--- config.mk ---
export PLATFORM = sky130hd
export DESIGN_NAME = sm1118_color_sensor
export DESIGN_NICKNAME = d
export VERILOG_FILES = /design/src/rtl/sm1118_color_sensor.sv
export SDC_FILE = /design/constraint.sdc
export NUM_CORES = 1
export LEC_CHECK = 0
export ABC_AREA = 1
export CAP_MARGIN = 20
export CELL_PAD_IN_SITES_DETAIL_PLACEMENT = 1
export CELL_PAD_IN_SITES_GLOBAL_PLACEMENT = 1
export CORE_UTILIZATION = 23
export CTS_CLUSTER_SIZE = 25
export DETAILED_ROUTE_END_ITERATION = 7
export PLACE_DENSITY_LB_ADDON = 0.15
export REMOVE_ABC_BUFFERS = 1
export SLEW_MARGIN = 20
export SYNTH_ARGS = -nofsm -noshare
export SYNTH_HDL_FRONTEND = slang
export SYNTH_SLANG_ARGS = --single-unit
export TNS_END_PERCENT = 1
--- constraint.sdc ---
create_clock -name clk -period 5.8 [get_ports clk]
set_clock_uncertainty 0.15 [all_clocks]
set_input_delay 1.16 -clock clk [delete_from_list [all_inputs] [get_ports clk]]
set_output_delay 1.16 -clock clk [all_outputs]
set_load 0.02 [all_outputs]
--- src/rtl/sm1118_color_sensor.sv ---
// TCS3200-style colour sensor driver and dominant-colour classifier.
// Codes: 00 none, 01 red, 10 blue, 11 green.
module sm1118_color_sensor #(
  parameter int         CNT_W         = 16,
  parameter int         GATE_CYCLES   = 8000,
  parameter int         SETTLE_CYCLES = 80,
  parameter int         MIN_COUNT     = 20,
  parameter logic [1:0] SCALE         = 2'b10
) (
  input  logic       clk,
  input  logic       reset,
  input  logic       en,
  input  logic       sensor_out,
  output logic       s0,
  output logic       s1,
  output logic       s2,
  output logic       s3,
  output logic [1:0] color,
  output logic       color_valid,
  output logic       busy
);

  localparam int TW =
    $clog2((GATE_CYCLES > SETTLE_CYCLES) ? GATE_CYCLES : SETTLE_CYCLES) + 1;
  localparam logic [TW-1:0] GATE_LD = TW'(GATE_CYCLES - 1);
  localparam logic [TW-1:0] SET_LD  = TW'(SETTLE_CYCLES - 1);
  localparam logic [CNT_W-1:0] MIN_C = CNT_W'(MIN_COUNT);

  typedef enum logic [2:0] {
    IDLE, SET_R, CNT_R, SET_G, CNT_G, SET_B, CNT_B, DECIDE
  } state_t;

  state_t           state_q, state_d;
  logic [TW-1:0]    tmr_q, tmr_d;
  logic [1:0]       sync_q;
  logic             prev_q;
  logic             edge_w;
  logic [CNT_W-1:0] cnt_r_q, cnt_g_q, cnt_b_q;
  logic [1:0]       code_d;

  assign edge_w = sync_q[1] & ~prev_q;

  function automatic logic [CNT_W-1:0] sat_inc(input logic [CNT_W-1:0] v);
    return (&v) ? v : v + 1'b1;
  endfunction

  function automatic logic [1:0] filt(input state_t s);
    case (s)
      SET_G, CNT_G:          return 2'b11;
      SET_B, CNT_B, DECIDE:  return 2'b01;
      default:               return 2'b00;
    endcase
  endfunction

  // Next state and phase timer; en low aborts any measurement.
  always_comb begin
    state_d = state_q;
    tmr_d   = tmr_q;
    unique case (state_q)
      IDLE: begin
        if (en) begin
          state_d = SET_R;
          tmr_d   = SET_LD;
        end
      end
      SET_R, SET_G, SET_B: begin
        if (tmr_q == '0) begin
          state_d = state_t'(state_q + 3'd1);
          tmr_d   = GATE_LD;
        end else begin
          tmr_d = tmr_q - 1'b1;
        end
      end
      CNT_R, CNT_G: begin
        if (tmr_q == '0) begin
          state_d = state_t'(state_q + 3'd1);
          tmr_d   = SET_LD;
        end else begin
          tmr_d = tmr_q - 1'b1;
        end
      end
      CNT_B: begin
        if (tmr_q == '0) state_d = DECIDE;
        else             tmr_d   = tmr_q - 1'b1;
      end
      DECIDE: begin
        state_d = SET_R;
        tmr_d   = SET_LD;
      end
      default: state_d = IDLE;
    endcase
    if (!en) state_d = IDLE;
  end

  // Strict winner above the minimum count; ties and weak signals give 00.
  always_comb begin
    code_d = 2'b00;
    if (cnt_r_q > cnt_g_q && cnt_r_q > cnt_b_q && cnt_r_q >= MIN_C)
      code_d = 2'b01;
    else if (cnt_g_q > cnt_r_q && cnt_g_q > cnt_b_q && cnt_g_q >= MIN_C)
      code_d = 2'b11;
    else if (cnt_b_q > cnt_r_q && cnt_b_q > cnt_g_q && cnt_b_q >= MIN_C)
      code_d = 2'b10;
  end

  // State, synchroniser, edge counters and registered pin/status outputs.
  always_ff @(posedge clk) begin
    if (reset) begin
      state_q     <= IDLE;
      tmr_q       <= '0;
      sync_q      <= '0;
      prev_q      <= 1'b0;
      cnt_r_q     <= '0;
      cnt_g_q     <= '0;
      cnt_b_q     <= '0;
      {s0, s1}    <= 2'b00;
      {s2, s3}    <= 2'b00;
      color       <= 2'b00;
      color_valid <= 1'b0;
      busy        <= 1'b0;
    end else begin
      state_q     <= state_d;
      tmr_q       <= tmr_d;
      sync_q      <= {sync_q[0], sensor_out};
      prev_q      <= sync_q[1];
      busy        <= (state_d != IDLE);
      {s0, s1}    <= (state_d == IDLE) ? 2'b00 : SCALE;
      {s2, s3}    <= filt(state_d);
      color_valid <= (state_q == DECIDE);
      if (state_q == DECIDE) color <= code_d;
      if (state_q == SET_R) cnt_r_q <= '0;
      if (state_q == SET_G) cnt_g_q <= '0;
      if (state_q == SET_B) cnt_b_q <= '0;
      if (state_q == CNT_R && edge_w) cnt_r_q <= sat_inc(cnt_r_q);
      if (state_q == CNT_G && edge_w) cnt_g_q <= sat_inc(cnt_g_q);
      if (state_q == CNT_B && edge_w) cnt_b_q <= sat_inc(cnt_b_q);
    end
  end

endmodule

* After elaboration in Yosys (flattened, before gate mapping) *
Cells that the tools add are included.

word-level totals
  register bits after elaboration = 76
  bits in latches = 0
  memory bits (writable) = 0
  ROM bits = 0
  output and inout port bits = 8
  memories = 0

operators by class
  $add $sub $neg = 5
  $mul = 0
  divide/modulo/power cells = 0
  magnitude comparators = 9
  equal/unequal tests = 17
  shifts and indexed selects = 0
  muxes and demuxes = 23
  bitwise operators = 2
  reduce and logical (&&, ||, !) cells = 29

operator list
  cell                   number
  $mux 16                9
  $gt 16x16->1           6
  $pmux 14 s5            1
  $mux 14                4
  $add 16x1->16 const B  3
  $ge 16x5->1 const B    3
  $reduce_and 16->1      3
  $eq 3x3->1 const B     8
  $logic_not 14->1       1
  $sub 14x1->14 const B  1
  $ne 2x2->1 const B     5
  $eq 3x2->1 const B     3
  $logic_and 1x1->1      9
  $mux 3                 3
  $pmux 3 s3             1
  $mux 2                 4
  $reduce_and 2->1       4
  $logic_not 3->1        2
  $reduce_bool 2->1      3
  $reduce_or 2->1        3
  $reduce_or 3->1        2
  $reduce_or 5->1        1
  $pmux 2 s2             1
  $add 3x1->3 const B    1
  other kinds (4)        4

* Depth between registers and ports, before layout *
  word-level depth = 7
  depth in mapped cells = 16
  depth with buffers taken out = 15

* Worst setup path after synthesis *
OpenSTA, ideal clock, no wires.

  kind = in2reg
  from = in en
  to = reg tmr_q[13]
  setup time = 70 ps
  data arrival time = 1946 ps
  required time = 5580 ps
  path slack = 3634 ps
  cell stages on the path = 7
  buffers on the path = 1
  cells stage by stage = inv_1 > nand3_1 > o21ai_2 > buf_2 > nor3_1 > nand3_1 > a21oi_1

between the ends
  longest elaborated chain between the ends = 2

RTL lines
  item                        line  source
  start, declared             12    input logic en,
  $ne 2x2->1 (no line)        -
  $reduce_and 2->1 (no line)  -
  end signal, assigned        123   tmr_q <= tmr_d;
  end, declared               34    logic [TW-1:0] tmr_q, tmr_d;

No other way between the ends.
A chain may end at the register's enable or synchronous reset.

* Worst setup path after layout *
  from = reg color[1]
  to = out color[1]

RTL lines
  item                    line  source
  start, declared         18    output logic [1:0] color,
  start signal, assigned  130   if (state_q == DECIDE) color <= code_d;

No word-level cell between the ends.

==> flow_summary.json <==
{
  "outcome": "completed",
  "h-tree-depth": 3,
  "hold_buffers": 0,
  "fin_area_sq_um": 6096,
  "cp_max_fo": 2,
  "finalWirelength_um": 18180,
  "path_clk_slew_ns": 0.06,
  "fp.dieArea_sq_um": 24050,
  "cellPowerDensity_nw_per_um2": 191.8,
  "gp_congestion": 0.7268,
  "overflow": 0,
  "synth_cell_types": 45,
  "worstPathArrival_ns": 1.32,
  "grt_usage": 0.1630,
  "cts_tree": "built",
  "cp-end-kind": "output port",
  "tns_ns": 0,
  "grt_pass1_vias": 5463,
  "cts.sinks": 74,
  "hold_viol_final": 0,
  "yosys-top-cells-count": "nand2_1, inv_1, nor2_1, a21oi_1, dfxtp_1",
  "fin_util": 0.2676,
  "yosysSeqAreaShare": 0.2749,
  "min_period_over_period": 0.4529,
  "cp_top_family": "buffers and inverters",
  "dr.pass1.iters": 4,
  "portBuffers": 10,
  "path_buf_inv": 1,
  "relSlewSlack": 0.5436,
  "critPathLaunchType": "register",
  "clk-insertion-delay-late_ns": 0.36,
  "worst_slew_pin_slew_ns": 0.6821,
  "num-fill-cells": 2890,
  "slowest_stage": "clkdlybuf4s50_1",
  "start_util": 0.2366,
  "root_buffer": "clkbuf_16",
  "dp_hpwl_um": 14060,
  "synth.most_common_cell": "nand2_1",
  "antenna_found_initial": 0,
  "die_h_um": 155.1,
  "via_count": 5249,
  "p_leak_nw": 2.632,
  "multiInputGateArea_sq_um": 3411,
  "setup_viol": 0,
  "ctsResizeCount": 0,
  "postPlaceCellArea_sq_um": 5818,
  "crit_required_ns": 4.49,
  "synthCells": 819,
  "grt_max_degree": 36,
  "clk_path_buf_depth": 2,
  "rows": 55,
  "period_minus_slack_ns": 2.627,
  "ys.flop_type": "dfxtp_1",
  "maxSlewViolCount": 0,
  "yosysTopAreaCellShare": 0.2749,
  "path_class": "register to output port",
  "hold_path_class": "register to register",
  "synth_seq_cells": 74,
  "power_mw": 1.169,
  "antenna_cells": 0,
  "grt_pass1_wl_um": 30250,
  "die_w_um": 155.1,
  "drv_cap": 0,
  "pin_count": 12,
  "drive_above_1_share": 0.05282,
  "seq_area_sq_um": 1481,
  "core_area_sq_um": 22780,
  "nets": 896,
  "synth_area_leaders": "dfxtp_1, ha_1, nand2_1",
  "drt_iter0_drc": 253,
  "numCtsBuffers": 9,
  "cts_setup_buffers": 0,
  "synth_largest_area_cell": "dfxtp_1",
  "ant_nets": 0,
  "ir_worst_vdd_mv": 0.1248,
  "rsz0062_at_grt": "false",
  "viasPerCell": 4.580,
  "synthArstFlopShare": 0,
  "ys.warnings.count": 0,
  "syn_avg_cell_area_sq_um": 6.580,
  "synth-edff-count": 0,
  "max_freq_mhz": 380.7,
  "drc": 0,
  "syn_area_sq_um": 5389,
  "routedWlPerCell_um": 15.86,
  "cpPeakStageDelay_ns": 0.62,
  "crit_chain": "clkdlybuf4s50_1",
  "syn_to_final_growth_pct": 13.12
}
[layout make-up]
type,count,share of cell area
multi-input cells,619,0.5595
inverters,113,0.06958
flip-flops and latches,74,0.2430
repair buffers,12,0.01806
clock buffers,10,0.03920
clock inverters,5,0.006363
well taps,313,0.06424
[layout by cell type (no fill, tap or decap), types with 3 or more instances in the layout]
| cell type | count |
|---|---|
| nand2_1 | 203 |
| inv_1 | 108 |
| nor2_1 | 82 |
| a21oi_1 | 78 |
| dfxtp_1 | 74 |
| ha_1 | 63 |
| nand3_1 | 49 |
| o21ai_0 | 32 |
| nor3_1 | 25 |
| nand4_1 | 24 |
| clkbuf_16 | 9 |
| clkdlybuf4s50_1 | 9 |
| nand2_2 | 7 |
| xor2_1 | 7 |
| inv_2 | 5 |
| o21a_1 | 4 |
| a21o_1 | 4 |
| nor2_2 | 3 |
| o21ai_1 | 3 |
| and3_1 | 3 |
| or2_2 | 3 |
| nor4_1 | 3 |
[logic make-up after synthesis]
kind of cell	Yosys count	share of synthesized area
simple gates	409	0.3318
compound gates	137	0.1395
buf+inv	126	0.09217
fa+ha+maj	63	0.1463
other cells	1	0.0006959
flops	74	0.2749
xor+xnor	9	0.01463
[worst reg2reg max path: stages, from the launching register on]
cell     delay (ns)
dfxtp_1        0.33
inv_1          0.13
ha_1           0.24
nand2_1        0.17
nor2_2         0.37
o21ai_2        0.18
nand2_2        0.31
inv_2          0.18
nor2_1         0.17
nand2_1        0.07
a21oi_1        0.13
[per-stage QoR]
step	worst slack, ns	hold slack (ns)	cells
after global placement	2.757	0.2515	1131
after detailed placement	2.732	0.2546	1131
after global routing	3.021	0.2936	1146
final	3.173	0.2590	1146
after floorplan	3.656	0.2383	806
after CTS	3.111	0.2642	1146
[worst paths after layout]
| kind | start | to | slack [ns] | cells past startpoint |
|---|---|---|---|---|
| min reg2reg | sync_q[0] | sync_q[1] | 0.26 | 2 |
| max | color[1] | color[1] | 3.17 | 1 |
| max reg2reg | state_q[0] | cnt_b_q[4] | 3.32 | 10 |
| min | sync_q[0] | sync_q[1] | 0.26 | 2 |
[power breakdown]
| group | switching [mW] | leakage (nW) | total (mW) | internal (mW) |
|---|---|---|---|---|
| Clock | 0.252 | 0.135 | 0.554 | 0.303 |
| Combinational | 0.0633 | 1.90 | 0.0935 | 0.0302 |
| Sequential | 0.00574 | 0.599 | 0.521 | 0.516 |
| Total | 0.321 | 2.63 | 1.17 | 0.848 |
[state kept, by name, summed over array words and instances (netlist names), 2 cells and up]
signal / count
cnt_r_q: 16
cnt_g_q: 16
tmr_q: 14
cnt_b_q: 16
color: 2
sync_q: 2
state_q: 3
[metal layers]
layer	track usage	vias to the layer above	routed length, um
met2	0.2804	57	8421
met1	0.2141	2454	9102
li1	-	2723	-
met5	0	-	0
met4	0.04620	0	217
met3	0.01811	15	438
No activity file was read; power rests on OpenSTA's default activity.
